**config.mk**
```make
export PLATFORM = sky130hd
export DESIGN_NAME = counter_credit_arbiter
export DESIGN_NICKNAME = d
export VERILOG_FILES = /design/src/rtl/counter_credit_arbiter.sv
export SDC_FILE = /design/constraint.sdc
export NUM_CORES = 1
export LEC_CHECK = 0
export ABC_AREA = 1
export CORE_UTILIZATION = 50
export DETAILED_ROUTE_END_ITERATION = 10
export GPL_ROUTABILITY_DRIVEN = 0
export PLACE_DENSITY = 0.89
export SYNTH_ARGS = -nofsm -noshare
export SYNTH_HDL_FRONTEND = slang
export SYNTH_SLANG_ARGS = --single-unit
```
**constraint.sdc**
```tcl
create_clock -name clk -period 12.2 [get_ports clk]
set_clock_uncertainty 0.05 [all_clocks]
set_input_delay 1.22 -clock clk [delete_from_list [all_inputs] [get_ports clk]]
set_output_delay 1.22 -clock clk [all_outputs]
set_load 0.01 [all_outputs]
```
**src/rtl/counter_credit_arbiter.sv**
```systemverilog
// Credit pool controller: arbitrates two requesters onto an external counter's
// decrement port, clamps returns onto its increment port and sequences reloads.
//
// state    | meaning
// ---------+-----------------------------------------------------------
// INIT     | counter reinit strobe, pool loaded with max; one cycle only
// RUN      | normal grant/return operation, accepts cfg_load
// QUIESCE  | no grants; waits until every credit is home, then reloads
module counter_credit_arbiter #(
   parameter int WIDTH         = 4,
   parameter int AMT_W         = 2,
   parameter int RESET_CREDITS = 8
) (
   input  logic             clk,
   input  logic             rst,
   input  logic [1:0]       req,
   input  logic [AMT_W-1:0] req_amt0,
   input  logic [AMT_W-1:0] req_amt1,
   output logic [1:0]       gnt,
   input  logic             ret_valid,
   input  logic [AMT_W-1:0] ret_amt,
   input  logic             cfg_load,
   input  logic [WIDTH-1:0] cfg_credits,
   input  logic [WIDTH-1:0] cnt_value,
   output logic             cnt_reinit,
   output logic [WIDTH-1:0] cnt_initial_value,
   output logic             cnt_incr_valid,
   output logic [AMT_W-1:0] cnt_incr,
   output logic             cnt_decr_valid,
   output logic [AMT_W-1:0] cnt_decr,
   output logic             busy,
   output logic             ovf_err
);

   localparam logic [1:0] ST_INIT    = 2'd0;
   localparam logic [1:0] ST_RUN     = 2'd1;
   localparam logic [1:0] ST_QUIESCE = 2'd2;

   localparam int EW = WIDTH + 1;
   localparam logic [WIDTH-1:0] RESET_VAL = WIDTH'(RESET_CREDITS);

   logic [1:0]       r_state;
   logic [1:0]       w_state_nxt;
   logic [WIDTH-1:0] r_max;
   logic [WIDTH-1:0] r_pend;
   logic             r_rr_ptr;
   logic             r_ovf_err;

   logic             w_in_init;
   logic             w_in_run;
   logic             w_in_quiesce;
   logic             w_elig0;
   logic             w_elig1;
   logic             w_pick0;
   logic             w_pick1;
   logic [EW-1:0]    w_cnt_ext;
   logic [EW-1:0]    w_avail;
   logic [EW-1:0]    w_headroom;
   logic [EW-1:0]    w_ret_ext;
   logic             w_ret_over;
   logic             w_pool_home;

   assign w_in_init    = (r_state == ST_INIT);
   assign w_in_run     = (r_state == ST_RUN);
   assign w_in_quiesce = (r_state == ST_QUIESCE);
   assign w_cnt_ext    = EW'(cnt_value);
   assign w_pool_home  = (cnt_value == r_max);

   // Eligibility looks only at the registered pool value, so a grant can
   // never be funded by a return arriving in the same cycle.
   assign w_elig0 = w_in_run && req[0] && (req_amt0 != '0) && (EW'(req_amt0) <= w_cnt_ext);
   assign w_elig1 = w_in_run && req[1] && (req_amt1 != '0) && (EW'(req_amt1) <= w_cnt_ext);

   assign w_pick0 = w_elig0 && (!w_elig1 || !r_rr_ptr);
   assign w_pick1 = w_elig1 && (!w_elig0 ||  r_rr_ptr);

   assign gnt            = {w_pick1, w_pick0};
   assign cnt_decr_valid = w_pick0 || w_pick1;

   always_comb begin
      cnt_decr = '0;
      if (w_pick0) begin
         cnt_decr = req_amt0;
      end else if (w_pick1) begin
         cnt_decr = req_amt1;
      end
   end

   // Headroom counts the credits leaving this cycle as already gone, and
   // saturates at zero should the counter ever sit above the pool size.
   assign w_avail   = EW'(r_max) + EW'(cnt_decr);
   assign w_ret_ext = EW'(ret_amt);

   always_comb begin
      w_headroom = '0;
      if (w_avail > w_cnt_ext) begin
         w_headroom = w_avail - w_cnt_ext;
      end
   end

   always_comb begin
      cnt_incr   = '0;
      w_ret_over = 1'b0;
      if (ret_valid) begin
         if (w_in_init) begin
            w_ret_over = 1'b1;
         end else if (w_ret_ext > w_headroom) begin
            cnt_incr   = w_headroom[AMT_W-1:0];
            w_ret_over = 1'b1;
         end else begin
            cnt_incr = ret_amt;
         end
      end
   end

   assign cnt_incr_valid    = (cnt_incr != '0);
   assign cnt_reinit        = w_in_init;
   assign cnt_initial_value = r_max;
   assign busy              = !w_in_run;
   assign ovf_err           = r_ovf_err;

   always_comb begin
      w_state_nxt = r_state;
      case (r_state)
         ST_INIT: begin
            w_state_nxt = ST_RUN;
         end
         ST_RUN: begin
            if (cfg_load) begin
               w_state_nxt = ST_QUIESCE;
            end
         end
         ST_QUIESCE: begin
            if (w_pool_home) begin
               w_state_nxt = ST_INIT;
            end
         end
         default: begin
            w_state_nxt = ST_INIT;
         end
      endcase
   end

   always_ff @(posedge clk) begin
      if (rst) begin
         r_state   <= ST_INIT;
         r_max     <= RESET_VAL;
         r_pend    <= RESET_VAL;
         r_rr_ptr  <= 1'b0;
         r_ovf_err <= 1'b0;
      end else begin
         r_state <= w_state_nxt;
         if (w_pick0 || w_pick1) begin
            r_rr_ptr <= w_pick0;
         end
         if (w_in_run && cfg_load) begin
            r_pend <= cfg_credits;
         end
         if (w_in_quiesce && w_pool_home) begin
            r_max <= r_pend;
         end
         if (w_ret_over) begin
            r_ovf_err <= 1'b1;
         end
      end
   end

endmodule

```
* Word-level counts from Yosys, hierarchy flattened
Cells that the tools add are included.
Cells by class: $add $sub $neg 2, $mul 0, div/mod/pow operators 0, order comparisons 4, eq/ne operators 5, shift operators 0, muxes and demuxes 12, bitwise gates (word level) 0, reductions and logical operators 22
Operators by type and width (number):
- $mux W2 | 7
- $logic_and A1 B1 Y1 | 10
- $le A2 B4 Y1 | 2
- $pmux W2 S3 | 1
- $reduce_bool A2 Y1 | 3
- $add A4 B2 Y5 | 1
- $gt A2 B5 Y1 | 1
- $gt A5 B4 Y1 | 1
- $mux W5 | 1
- $sub A5 B4 Y5 | 1
- $eq A4 B4 Y1 | 1
- $logic_not A1 Y1 | 4
- $logic_or A1 B1 Y1 | 3
- $mux W1 | 3
- $eq A2 B1 Y1 const B | 1
- $eq A2 B2 Y1 const B | 1
- $logic_not A2 Y1 | 1
- $ne A2 B1 Y1 const B | 1
- $ne A2 B2 Y1 const B | 1
- $reduce_and A2 Y1 | 1
Word-level totals: flip-flop bits (word level) 12, bits in latches 0, RAM bits 0, bits in read-only memories 0, input port bits 20, output and inout port bits 15, word-level logic and storage cells 50, memories 0

* Longest topological paths before layout
word-level depth 17, gate-level depth with buffers 31, depth with buffers taken out 31

* Least setup slack after synthesis
Ideal clock, no wire load.
kind input to output, start point input cnt_value[1], end point output cnt_incr[1], arrival 5.034 ns, required time 10.930 ns, slack 5.896 ns, stages 28, path buffers 0, cell sequence inv_1 > ha_1 > inv_1 > o21bai_1 > a311oi_2 > nand2_1 > nand2_1 > o21ai_0 > ha_1 > inv_1 > fa_1 > xnor2_1 > ha_1 > or2_4 > nand3_2 > nand2_1 > nand2_2 > nand2_4 > inv_1 > nor2_1 > inv_1 > ha_1 > a21oi_1 > a21oi_1 > nand2_4 > nand2_2 > nand2_2 > nor2_1
Between the ends: longest elaborated chain between the ends 14, elaborated cells between the ends (all ways) 20, classes of those cells add/sub: 2; order compare: 4; mux: 6; reduce/logical: 8
Ends and longest elaborated chain:
- start, declared | RTL line 24 | input logic [WIDTH-1:0] cnt_value,
- $le A2 B4 Y1 | RTL line 71 | assign w_elig0 = w_in_run && req[0] && (req_amt0 != '0) && (EW'(req_amt0) <= w_cnt_ext);
- $logic_and A1 B1 Y1 | RTL line 71
- $logic_not A1 Y1 | RTL line 75 | assign w_pick1 = w_elig1 && (!w_elig0 || r_rr_ptr);
- $logic_or A1 B1 Y1 | RTL line 75
- $logic_and A1 B1 Y1 | RTL line 75
- $mux W2 | RTL line 84 | end else if (w_pick1) begin
- $mux W2 (*) | RTL line 82 | if (w_pick0) begin
- net cnt_decr[0] | RTL line 30 | output logic [AMT_W-1:0] cnt_decr,
- $add A4 B2 Y5 (*) | RTL line 91 | assign w_avail = EW'(r_max) + EW'(cnt_decr);
- $sub A5 B4 Y5 or $gt A5 B4 Y1 (tied branches) | RTL line 97, 96
- $mux W5 (*) | RTL line 96 | if (w_avail > w_cnt_ext) begin
- $gt A2 B5 Y1 | RTL line 107 | end else if (w_ret_ext > w_headroom) begin
- $mux W2 (*) | RTL line 107
- $mux W2 (*) | RTL line 105 | if (w_in_init) begin
- $mux W2 (*) | RTL line 104 | if (ret_valid) begin
- end, declared | RTL line 28 | output logic [AMT_W-1:0] cnt_incr,
The timed path passes the listed nets; every way through them passes the cells marked *.

* Worst setup path in the final report
start point input cnt_value[1], end point output cnt_incr_valid
Between the ends: longest elaborated chain between the ends 15, elaborated cells between the ends (all ways) 21, classes of those cells add/sub: 2; order compare: 4; mux: 6; reduce/logical: 9
Ends and longest elaborated chain:
- $le A2 B4 Y1 | RTL line 71
- $logic_and A1 B1 Y1 | RTL line 71
- $logic_not A1 Y1 | RTL line 75
- $logic_or A1 B1 Y1 | RTL line 75
- $logic_and A1 B1 Y1 | RTL line 75
- $mux W2 | RTL line 84
- $mux W2 | RTL line 82
- $add A4 B2 Y5 | RTL line 91
- $sub A5 B4 Y5 or $gt A5 B4 Y1 (tied branches) | RTL line 97, 96
- $mux W5 (*) | RTL line 96
- $gt A2 B5 Y1 | RTL line 107
- $mux W2 (*) | RTL line 107
- $mux W2 (*) | RTL line 105
- $mux W2 (*) | RTL line 104
- $reduce_bool A2 Y1 (*) | RTL line 116 | assign cnt_incr_valid = (cnt_incr != '0);
- end, declared | RTL line 27 | output logic cnt_incr_valid,
Mark *: on every way between the ends. The rest lies on a longest branch, timed or not.

==> results.txt <==
TritonCTS Buffers: 3
post-CTS sizing: 0
Die Height: 50.9 µm
CTS tree: yes
Post-synth ARST share: 0%
DP Wirelength: 2240 µm
DR vias/cell: 4.88
VDD IR max: 68.7 µV
r2r startpoint: r_state[1]$_SDFFE_PP0P_
die footprint: 0.00259 mm²
Fin. Hold Viols: 0
pin count of the biggest net entering global routing: 10
Worst setup SP type: input port
total power: 116 µW
Critical Path End Type: primary output
Relative slew margins: 77.9%
cell area after synthesis: 0.00119 mm²
Wirelength per Cell: 10.5 µm
initial antenna violation count: 0
vias in the first global route: 1129
clk buf depth: 2
R2R Path End: ovf_err$_SDFFE_PP0P_
Overflow after GRT: 0
status: complete, no violations
crit path kind: input port to primary output
Hold Path Depth: 2
ranking of synthesized cells by area: dfxtp_1 20%, ha_1 13%, inv_1 12%, nand2_1 9.1%, nor2_1 6.3%
DRT antenna net count: 0
Die W: 50.9 µm
hold path startpoint: ovf_err$_SDFFE_PP0P_
Root Buffer: clkbuf_4
number of remaining DRC errors: 0
hold buffer count at cts: 0
worst hold path type: flip-flop to flip-flop
syn avg cell area: 6.90 µm²
Nets: 244
layout cell share with drive strength beyond 1: 11.1%
first drt pass iteration count: 5
WP data arrival: 6.31 ns
top achievable clock speed: 132 MHz
slowest stage delay, CP: 0.57 ns
I/O Buffers: 34
final WL: 2490 µm
Yosys cell types: 27
initial DRC count: 13
FP Rows: 17
DP Cell Count: 233
unrepaired setup endpoints after global routing: no
worst-skew pair later-pin latency: 0.27 ns
core area: 0.00223 mm²
Max Cap Viol: 0
Sum Neg Setup Slack: 0 ns
syn_nets: 207
Main synth FF type: dfxtp_1
postcts setup bufs: 0
worst-path maximum fanout: 5
minimum clock period after layout: 7.58 ns
Synth Register Bits: 12
Final Cycle Share: 62.1%
register area share after synthesis: 20.1%
Ys Warns: 0
Slew @ Worst Pin: 0.330 ns
# IOs: 35
Yosys top cell area share: 20.1%
clk sinks: 12
Clock Pin Slew Worst Setup and Hold Paths: 0.07 ns
Cell Count, Final, Fillers Out: 236
CP required: 10.93 ns
reg2reg path depth: 27
# diodes: 0
first-pass GRT wire length: 4440 µm
via count: 1151
most frequent CP cell: inv_1
Synth top cells by count: 39 x inv_1, 29 x nand2_1, 20 x nor2_1, 12 x dfxtp_1, 12 x ha_1
Worst R2R Setup Slack: 7.97 ns
Final Setup Violations: 0
leakage: 0.000799 µW
area growth from synthesis to layout: 32.1%
most frequent cell after synthesis: inv_1
Slowest-stage cell, CP: clkdlybuf4s50_1
EDFF count, synth: 0
hold endpoint: ovf_err$_SDFFE_PP0P_
H-tree levels: 1
largest area contributor in the synthesized netlist: dfxtp_1
Pins Over Slew Limit: 0
pwr dens: 73.6 mW/mm²
Initial Utilization: 53.4%
GR Util All Layers: 22.3%
gate count of the mapped netlist: 173
## cells in the final DEF (no fill, tap or decap), drive strengths merged, types with 3 or more instances in the layout
cell           count
dfxtp             12
ha                12
nand2             36
o21ai             11
nor2              21
xnor2              5
clkbuf             3
nand3             10
clkdlybuf4s50     34
inv               41
a21oi              9
## worst max path at each step
stage / from / end / slack (ns) / depth (start not counted)
2_1_floorplan: cnt_value[1] / cnt_incr[1] / 5.90 / 28
3_3_place_gp: cnt_value[1] / cnt_incr_valid / 4.80 / 32
3_5_place_dp: cnt_value[1] / cnt_incr_valid / 4.59 / 31
4_1_cts: cnt_value[1] / cnt_incr_valid / 4.59 / 31
5_1_grt: cnt_value[1] / cnt_incr_valid / 4.20 / 31
6_report: cnt_value[1] / cnt_incr_valid / 4.62 / 31
## critical path: cells and delay by family
family | cells | cell delay (ns)
xor gates and xnor gates | 1 | 0.15
buffers and inverters | 8 | 1.56
AOI/OAI and AO/OA | 6 | 0.80
adders and majority gates | 5 | 1.60
and+or+nand+nor | 11 | 0.98
## metal layers
metal | vias up | part of all wire, % | routed length, µm | global-route usage (%)
li1 | 610 | - | - | -
met1 | 508 | 43 | 1070 | 25.1
met2 | 24 | 51 | 1270 | 41.3
met3 | 9 | 2.9 | 71 | 2.68
met4 | 0 | 3.0 | 74 | 10.6
met5 | - | 0 | 0 | 0
## layout make-up
type	instances	area, µm²
clock buffer	3	22.5
fill	196	657
inverter	41	154
multi-input combinational	118	785
sequential	12	240
tap	28	35.0
timing repair buffer	34	340
## where the power goes
group	internal, µW	total (µW)	leakage (µW)	switching, µW
logic	23.9	49.7	0.000687	25.8
clock network	11.4	23.3	0.0000138	11.9
registers	41.4	43.1	0.0000983	1.66
total	76.7	116	0.000799	39.3
## stage by stage
| step | area [µm²] | setup slack [ns] | hold WS (ns) | util, % |
|---|---|---|---|---|
| after floorplan | 1190 | 5.90 | 0.420 | - |
| after global placement | 1550 | 4.80 | 0.398 | 69.6 |
| after detailed placement | 1550 | 4.59 | 0.405 | 69.6 |
| after CTS | 1580 | 4.59 | 0.417 | 70.6 |
| after global routing | 1580 | 4.20 | 0.456 | 70.6 |
| final | 1580 | 4.62 | 0.415 | 70.6 |
## logic make-up after synthesis
family / after synthesis / share of synthesized area [%]
and+or+nand+nor: 71 / 30.8
buffers and inverters: 43 / 14.2
AOI/OAI and AO/OA: 26 / 13.8
adders and majority gates: 14 / 15.9
DFF: 12 / 20.1
xor gates and xnor gates: 7 / 5.14
## sequential cells by signal, summed over array words and instances, names as in the netlist
name               cells
cnt_initial_value      4
r_pend                 4
ovf_err                1
r_state                2
r_rr_ptr               1
Power figures use the tool's default switching activity.
